<file path="src/rtl/tmds_serializer_n.sv">
// tmds_serializer_n: parametrised N-lane word-to-serial converter, one
// bit-rate clock for everything.
//
// Optional build macro: SER_TRAINING_EN adds the train_en input and the
// TRAIN_WORD parameter (alignment pattern forced onto every lane on load).
//
// Ports:
//   serial_clk    bit-rate clock
//   reset_n       async active-low reset
//   enable        start/stop request, sampled only at word boundaries
//   s_valid/s_ready/s_data  word handshake into a one-word holding register,
//                 lane k word in s_data[k*WIDTH +: WIDTH]
//   serial_out    registered serial bit per lane
//   word_start    serial_out carries bit 0 of a word
//   underrun      pulse in the load cycle where IDLE_WORD replaces data (RUN)
//   underrun_cnt  saturating count of underrun pulses
//   busy          state is not STOP
//   train_en      (SER_TRAINING_EN only) loads take TRAIN_WORD

// Per-lane shift register. On load the first bit goes straight to the
// output register and the rest of the word is kept pre-shifted, so the
// next bit always sits at the same end of sr.
module tmds_serializer_n_lane #(
  parameter int WIDTH     = 10,
  parameter int LSB_FIRST = 1
) (
  input  logic             serial_clk,
  input  logic             reset_n,
  input  logic             load,
  input  logic             shift,
  input  logic [WIDTH-1:0] word,
  output logic             ser
);
  logic [WIDTH-1:0] sr;
  logic [WIDTH-1:0] src;
  logic [WIDTH-1:0] src_nxt;
  logic             src_bit;

  assign src     = load ? word : sr;
  assign src_bit = (LSB_FIRST != 0) ? src[0] : src[WIDTH-1];
  assign src_nxt = (LSB_FIRST != 0) ? (src >> 1) : (src << 1);

  always_ff @(posedge serial_clk or negedge reset_n) begin
    if (!reset_n) begin
      sr  <= '0;
      ser <= 1'b0;
    end else if (load || shift) begin
      ser <= src_bit;
      sr  <= src_nxt;
    end else begin
      ser <= 1'b0;
    end
  end
endmodule

module tmds_serializer_n #(
  parameter int               CHANNELS   = 3,
  parameter int               WIDTH      = 10,
  parameter int               LSB_FIRST  = 1,
  parameter logic [WIDTH-1:0] IDLE_WORD  = WIDTH'(10'b1101010100),
`ifdef SER_TRAINING_EN
  parameter logic [WIDTH-1:0] TRAIN_WORD = WIDTH'(10'b1111100000),
`endif
  parameter int               CNT_W      = 16
) (
  input  logic                      serial_clk,
  input  logic                      reset_n,
  input  logic                      enable,
`ifdef SER_TRAINING_EN
  input  logic                      train_en,
`endif
  input  logic                      s_valid,
  output logic                      s_ready,
  input  logic [CHANNELS*WIDTH-1:0] s_data,
  output logic [CHANNELS-1:0]       serial_out,
  output logic                      word_start,
  output logic                      underrun,
  output logic [CNT_W-1:0]          underrun_cnt,
  output logic                      busy
);
  localparam int CW = (WIDTH > 2) ? $clog2(WIDTH) : 1;

  typedef enum logic [1:0] {ST_STOP, ST_START, ST_RUN} state_t;

  state_t                            state, state_n;
  logic [CW-1:0]                     bit_cnt;
  logic                              last_bit;
  logic                              load_now;
  logic                              shift_now;
  logic                              train_load;
  logic                              hold_take;
  logic                              accept;
  logic                              hold_full;
  logic [CHANNELS-1:0][WIDTH-1:0]    hold_data;
  logic [CHANNELS-1:0][WIDTH-1:0]    lane_word;

  assign last_bit = (bit_cnt == CW'(WIDTH-1));

  always_comb begin
    state_n  = state;
    load_now = 1'b0;
    case (state)
      ST_STOP:  if (enable) state_n = ST_START;
      ST_START: begin
        load_now = 1'b1;
        state_n  = ST_RUN;
      end
      ST_RUN: begin
        if (last_bit) begin
          if (enable) load_now = 1'b1;
          else        state_n  = ST_STOP;
        end
      end
      default: state_n = ST_STOP;
    endcase
  end

  always_ff @(posedge serial_clk or negedge reset_n) begin
    if (!reset_n) state <= ST_STOP;
    else          state <= state_n;
  end

  // bit_cnt tracks which bit serial_out will carry after this edge.
  always_ff @(posedge serial_clk or negedge reset_n) begin
    if (!reset_n)               bit_cnt <= '0;
    else if (state == ST_RUN)   bit_cnt <= last_bit ? '0 : bit_cnt + CW'(1);
    else                        bit_cnt <= '0;
  end

`ifdef SER_TRAINING_EN
  assign train_load = load_now && train_en;
`else
  assign train_load = 1'b0;
`endif

  // A training load leaves the holding register alone and blocks input.
  assign hold_take = load_now && !train_load;
  assign s_ready   = !train_load && (!hold_full || load_now);
  assign accept    = s_valid && s_ready;
  assign underrun  = hold_take && (state == ST_RUN) && !hold_full;

  always_ff @(posedge serial_clk or negedge reset_n) begin
    if (!reset_n) begin
      hold_full <= 1'b0;
      hold_data <= '0;
    end else begin
      // Word-out and word-in on the same edge leaves the register full.
      if (hold_take)   hold_full <= accept;
      else if (accept) hold_full <= 1'b1;
      if (accept) hold_data <= s_data;
    end
  end

  always_comb begin
    lane_word = '0;
    for (int k = 0; k < CHANNELS; k++) begin
`ifdef SER_TRAINING_EN
      if (train_load)     lane_word[k] = TRAIN_WORD;
      else
`endif
      if (hold_full)      lane_word[k] = hold_data[k];
      else                lane_word[k] = IDLE_WORD;
    end
  end

  assign shift_now = (state == ST_RUN) && !last_bit;

  for (genvar k = 0; k < CHANNELS; k++) begin : g_lane
    tmds_serializer_n_lane #(.WIDTH(WIDTH), .LSB_FIRST(LSB_FIRST)) u_lane (
      .serial_clk (serial_clk),
      .reset_n    (reset_n),
      .load       (load_now),
      .shift      (shift_now),
      .word       (lane_word[k]),
      .ser        (serial_out[k])
    );
  end

  always_ff @(posedge serial_clk or negedge reset_n) begin
    if (!reset_n)
      underrun_cnt <= '0;
    else if (underrun && (underrun_cnt != {CNT_W{1'b1}}))
      underrun_cnt <= underrun_cnt + CNT_W'(1);
  end

  assign word_start = (state == ST_RUN) && (bit_cnt == '0);
  assign busy       = (state != ST_STOP);

endmodule
</file>
<file path="config.mk">
export PLATFORM = sky130hd
export DESIGN_NAME = tmds_serializer_n
export DESIGN_NICKNAME = d
export VERILOG_FILES = /design/src/rtl/tmds_serializer_n.sv
export SDC_FILE = /design/constraint.sdc
export NUM_CORES = 1
export LEC_CHECK = 0
export ABC_AREA = 1
export BUFFER_PORTS_ARGS = -buffer_cell sky130_fd_sc_hd__clkbuf_2
export CORE_UTILIZATION = 50
export CTS_BUF_LIST = sky130_fd_sc_hd__clkbuf_4 sky130_fd_sc_hd__clkbuf_8
export DETAILED_ROUTE_END_ITERATION = 10
export PLACE_DENSITY = 0.75
export SYNTH_ARGS = -nofsm -noshare
export SYNTH_HDL_FRONTEND = slang
export SYNTH_SLANG_ARGS = --single-unit
</file>
<file path="constraint.sdc">
create_clock -name serial_clk -period 2.95 [get_ports serial_clk]
set_input_delay 0.4425 -clock serial_clk [delete_from_list [all_inputs] [get_ports serial_clk]]
set_output_delay 0.4425 -clock serial_clk [all_outputs]
set_load 0.02 [all_outputs]
</file>
==> impl_results.html <==
<table>
<tr><th>Metric</th><th>Value</th></tr>
<tr><th colspan="2">Cells and area</th></tr>
<tr><td>Proportion of layout cells with a drive suffix above 1</td><td>0.1576</td></tr>
<tr><td>Diodes inserted</td><td>0</td></tr>
<tr><td>Fin nets</td><td>590</td></tr>
<tr><td>Post-Route Utilization</td><td>0.5842</td></tr>
<tr><td>Number of cells in the finished layout apart from fillers</td><td>654</td></tr>
<tr><td>Layout overhead on the synthesized area</td><td>11.84%</td></tr>
<tr><td>Final-layout fill cell count</td><td>727</td></tr>
<tr><td>Most frequent standard cell in the layout excluding fill and tap cells</td><td>sky130_fd_sc_hd__nand2_1</td></tr>
<tr><td>Top library cells by usage in the layout, fill and taps aside</td><td>sky130_fd_sc_hd__nand2_1, sky130_fd_sc_hd__nand3_1, sky130_fd_sc_hd__dfrtp_1, sky130_fd_sc_hd__clkbuf_2, sky130_fd_sc_hd__inv_1</td></tr>
<tr><th colspan="2">Clocking</th></tr>
<tr><td>Count of hold buffers inserted by post-cts repair</td><td>0</td></tr>
<tr><td>Number of buffers created by CTS</td><td>9</td></tr>
<tr><td>Number of buffers on the longest clock path</td><td>2</td></tr>
<tr><td>H-tree lvl count</td><td>3</td></tr>
<tr><td>Clock-pin slew reported for the worst setup and hold paths after clock tree synthesis</td><td>0.09 ns</td></tr>
<tr><td>Number of setup buffers added after CTS</td><td>0</td></tr>
<tr><td>CTS tree</td><td>done</td></tr>
<tr><td>Post-CTS sizing</td><td>0</td></tr>
<tr><td>Root Buffer</td><td>sky130_fd_sc_hd__clkbuf_8</td></tr>
<tr><td># clock sinks</td><td>83</td></tr>
<tr><td>Clk Latency, worst-skew pair</td><td>0.35 ns</td></tr>
<tr><th colspan="2">Floorplan</th></tr>
<tr><td>IO Count</td><td>57</td></tr>
<tr><td>Placeable Area</td><td>7848 sq um</td></tr>
<tr><td>Overall die width</td><td>92.54 um</td></tr>
<tr><td>Die Footprint</td><td>8564 sq um</td></tr>
<tr><td>Number of core rows</td><td>32</td></tr>
<tr><td>Effective utilization at floorplan</td><td>0.5223</td></tr>
<tr><td>Vert. Die Dim</td><td>92.54 um</td></tr>
<tr><th colspan="2">Global routing</th></tr>
<tr><td>Via count of the first global-routing pass</td><td>3281</td></tr>
<tr><td>Global-route usage over all layers</td><td>0.2204</td></tr>
<tr><td>Antenna violations before repair</td><td>0</td></tr>
<tr><td>Total congestion overflow</td><td>0</td></tr>
<tr><td>Largest net degree at the start of global routing</td><td>84</td></tr>
<tr><td>Wire length of the first global-routing pass</td><td>14880 um</td></tr>
<tr><th colspan="2">Logic synthesis</th></tr>
<tr><td>Summed instance area of the synthesized netlist</td><td>4099 sq um</td></tr>
<tr><td>Async SR Flop Fraction</td><td>1.000</td></tr>
<tr><td>Share of synthesized area occupied by flip-flops and latches</td><td>0.5067</td></tr>
<tr><td>Number of enable-type register cells in the synthesized netlist</td><td>0</td></tr>
<tr><td>Total of flip-flops plus latches after synthesis</td><td>83</td></tr>
<tr><td>Predominant post-synthesis flop cell</td><td>sky130_fd_sc_hd__dfrtp_1</td></tr>
<tr><td>Mapped Avg Cell Area</td><td>8.149 sq um</td></tr>
<tr><td>Ys Warns</td><td>0</td></tr>
<tr><td>Syn nets</td><td>546</td></tr>
<tr><td>Post-synthesis cell count</td><td>503</td></tr>
<tr><td>Synth unique cells</td><td>28</td></tr>
<tr><th colspan="2">Setup path</th></tr>
<tr><td>WS Path Type</td><td>flip-flop to output port</td></tr>
<tr><td>Cell-by-cell listing of the critical path</td><td>inv_1, ha_1, nand2_1, inv_1, nand2_1, nand2_2, nand2_4, nand2_4, clkbuf_2</td></tr>
<tr><td>Number of buffer and inverter instances along the worst setup path</td><td>3</td></tr>
<tr><td>Critical path's largest stage delay</td><td>0.41 ns</td></tr>
<tr><td>Slowest cell on the critical path</td><td>sky130_fd_sc_hd__dfrtp_1</td></tr>
<tr><td>Reg-to-reg startpoint</td><td>state[0]</td></tr>
<tr><td>Worst path arrival time</td><td>2.05 ns</td></tr>
<tr><td>Worst r2r dst</td><td>hold_data[15]</td></tr>
<tr><td>Category of the worst setup path capture point</td><td>output port</td></tr>
<tr><td>Critical path depth in cells</td><td>9</td></tr>
<tr><td>R2r setup slk</td><td>0.71 ns</td></tr>
<tr><td>Kind of start point of the critical path</td><td>flip-flop</td></tr>
<tr><td>Cells on worst reg2reg path</td><td>11</td></tr>
<tr><td>Top fanout value on the critical path</td><td>33</td></tr>
<tr><td>Required time reported for the critical path endpoint</td><td>2.51 ns</td></tr>
<tr><td>Cell family with most CP delay</td><td>simple AND/OR/NAND/NOR gates</td></tr>
<tr><th colspan="2">STA</th></tr>
<tr><td>Worst-Margin Slew</td><td>1.026 ns</td></tr>
<tr><td>Minimum clock period</td><td>2.492 ns</td></tr>
<tr><td>Share of the cycle needed by the critical path after routing</td><td>0.8446</td></tr>
<tr><td>Final setup violation count</td><td>0</td></tr>
<tr><td>Final Slew Violations</td><td>0</td></tr>
<tr><td>Max frequency</td><td>401.4 MHz</td></tr>
<tr><td>Unrepaired setup endpoints after global routing</td><td>no</td></tr>
<tr><td>Worst Clk Skew</td><td>0.01105 ns</td></tr>
<tr><td>Final TNS setup</td><td>0 ns</td></tr>
<tr><td>Slew HR</td><td>0.3163</td></tr>
<tr><td>Fin. Hold Viols</td><td>0</td></tr>
<tr><th colspan="2">Place</th></tr>
<tr><td>Port Buffers</td><td>56</td></tr>
<tr><td>Placed insts</td><td>638</td></tr>
<tr><td>Half-perimeter wire length after placement</td><td>5645 um</td></tr>
<tr><td>Final weighted congestion in routability-driven placement</td><td>0.8603</td></tr>
<tr><th colspan="2">Drt</th></tr>
<tr><td>Pre-antenna DRT Iters</td><td>4</td></tr>
<tr><td>DR vias</td><td>3403</td></tr>
<tr><td>Remaining DRCs</td><td>0</td></tr>
<tr><td>WL per Instance</td><td>13.10 um</td></tr>
<tr><td>Total routed wirelength</td><td>8569 um</td></tr>
<tr><td>Initial detailed-routing violation count</td><td>219</td></tr>
<tr><td>Detailed-route vias per instance</td><td>5.203</td></tr>
<tr><td>Remaining antenna violation count after routing</td><td>0</td></tr>
<tr><th colspan="2">Power</th></tr>
<tr><td>Leak Pwr</td><td>2.412 nW</td></tr>
<tr><td>PwrDens</td><td>940.2 nW/um^2</td></tr>
<tr><td>Largest voltage drop on the vdd net</td><td>0.0005462 V</td></tr>
<tr><th colspan="2">Run status</th></tr>
<tr><td>Result of the run</td><td>complete, no violations</td></tr>
<tr><th colspan="2">Job</th></tr>
<tr><td>Max-cap violations</td><td>0</td></tr>
<tr><th colspan="2">Worst hold path</th></tr>
<tr><td>Hold WC Path Type</td><td>primary input to async pin</td></tr>
</table>
power breakdown:
group	switching [mW]	internal (mW)
logic	1.09	0.512
clock network	0.409	0.471
registers	0.261	1.57
how the worst max path moves through the flow:
stage              from       endpoint  slack, ns
2_1_floorplan  state[0]       underrun       1.08
3_3_place_gp   state[0]   hold_data[0]       0.81
3_5_place_dp   state[0]  hold_data[15]       0.70
4_1_cts        state[0]        s_ready       0.43
5_1_grt        state[0]        s_ready       0.29
6_report       state[0]        s_ready       0.46
kinds of logic (layout without fill, tap and decap cells):
logic type | count (synthesis) | after routing | share of synthesized area
compound gates | 34 | 34 | 0.04335
buf+inv | 53 | 102 | 0.06410
flops | 83 | 83 | 0.5067
xor+xnor | 9 | 9 | 0.01923
simple gates | 315 | 315 | 0.3391
fa+ha+maj | 9 | 9 | 0.02747
registers in the layout, summed over array words and instances (netlist names):
name               count
bit_cnt                4
hold_data             30
g_lane.u_lane.sr      27
underrun_cnt          16
hold_full              1
g_lane.u_lane.ser      3
state                  2
per-layer routing:
layer	wire, um	track usage	vias to the layer above
li1	-	-	1718
met1	4039	0.2899	1577
met2	3939	0.3630	99
met3	467	0.03530	9
met4	123	0.08984	0
met5	0	0	-
worst reg2reg max path: stages, from the launching register on:
cell                      delay [ns]
sky130_fd_sc_hd__dfrtp_1        0.41
sky130_fd_sc_hd__inv_1          0.14
sky130_fd_sc_hd__ha_1           0.26
sky130_fd_sc_hd__nand2_1        0.09
sky130_fd_sc_hd__inv_1          0.06
sky130_fd_sc_hd__nand2_1        0.06
sky130_fd_sc_hd__nand2_2        0.11
sky130_fd_sc_hd__nand2_4        0.07
sky130_fd_sc_hd__nand2_4        0.27
sky130_fd_sc_hd__nand2_2        0.42
sky130_fd_sc_hd__nand2_1        0.20
sky130_fd_sc_hd__nand2_1        0.06
layout make-up:
cell class,count,area (sq um),share of cell area
clock buffer,13,172.7,0.03766
multi-input combinational,367,1759,0.3837
tap,102,127.6,0.02784
sequential,83,2077,0.4531
inverter,28,105.1,0.02293
timing repair buffer,58,297.8,0.06496
clock inverter,3,45.04,0.009825
Yosys cell counts, types with 3 or more instances:
cell type | number | area share
sky130_fd_sc_hd__buf_2 | 6 | 0.0073
sky130_fd_sc_hd__nor2_1 | 25 | 0.023
sky130_fd_sc_hd__nand3_1 | 92 | 0.11
sky130_fd_sc_hd__ha_1 | 9 | 0.027
sky130_fd_sc_hd__dfrtp_1 | 83 | 0.51
sky130_fd_sc_hd__buf_4 | 9 | 0.016
sky130_fd_sc_hd__o21ai_1 | 8 | 0.0098
sky130_fd_sc_hd__xor2_1 | 6 | 0.013
sky130_fd_sc_hd__nand4_1 | 6 | 0.0092
sky130_fd_sc_hd__nand2_2 | 3 | 0.0046
sky130_fd_sc_hd__o21ai_0 | 21 | 0.026
sky130_fd_sc_hd__buf_6 | 3 | 0.0082
sky130_fd_sc_hd__clkbuf_1 | 6 | 0.0055
sky130_fd_sc_hd__inv_1 | 26 | 0.024
sky130_fd_sc_hd__nand2_1 | 179 | 0.16
sky130_fd_sc_hd__xnor2_1 | 3 | 0.0064
through the flow:
step | instance area [sq um] | total power [mW] | hold WS, ns | worst slack [ns]
floorplan | 4099 | 3.109 | 0.1469 | 1.077
global placement | 4367 | 3.375 | 0.4513 | 0.8123
detailed placement | 4367 | 3.466 | 0.4547 | 0.6995
CTS | 4584 | 4.346 | 0.3013 | 0.4332
global route | 4584 | 4.669 | 0.3174 | 0.2940
finish | 4584 | 4.310 | 0.2592 | 0.4585
No activity file was read; power rests on OpenSTA's default activity.
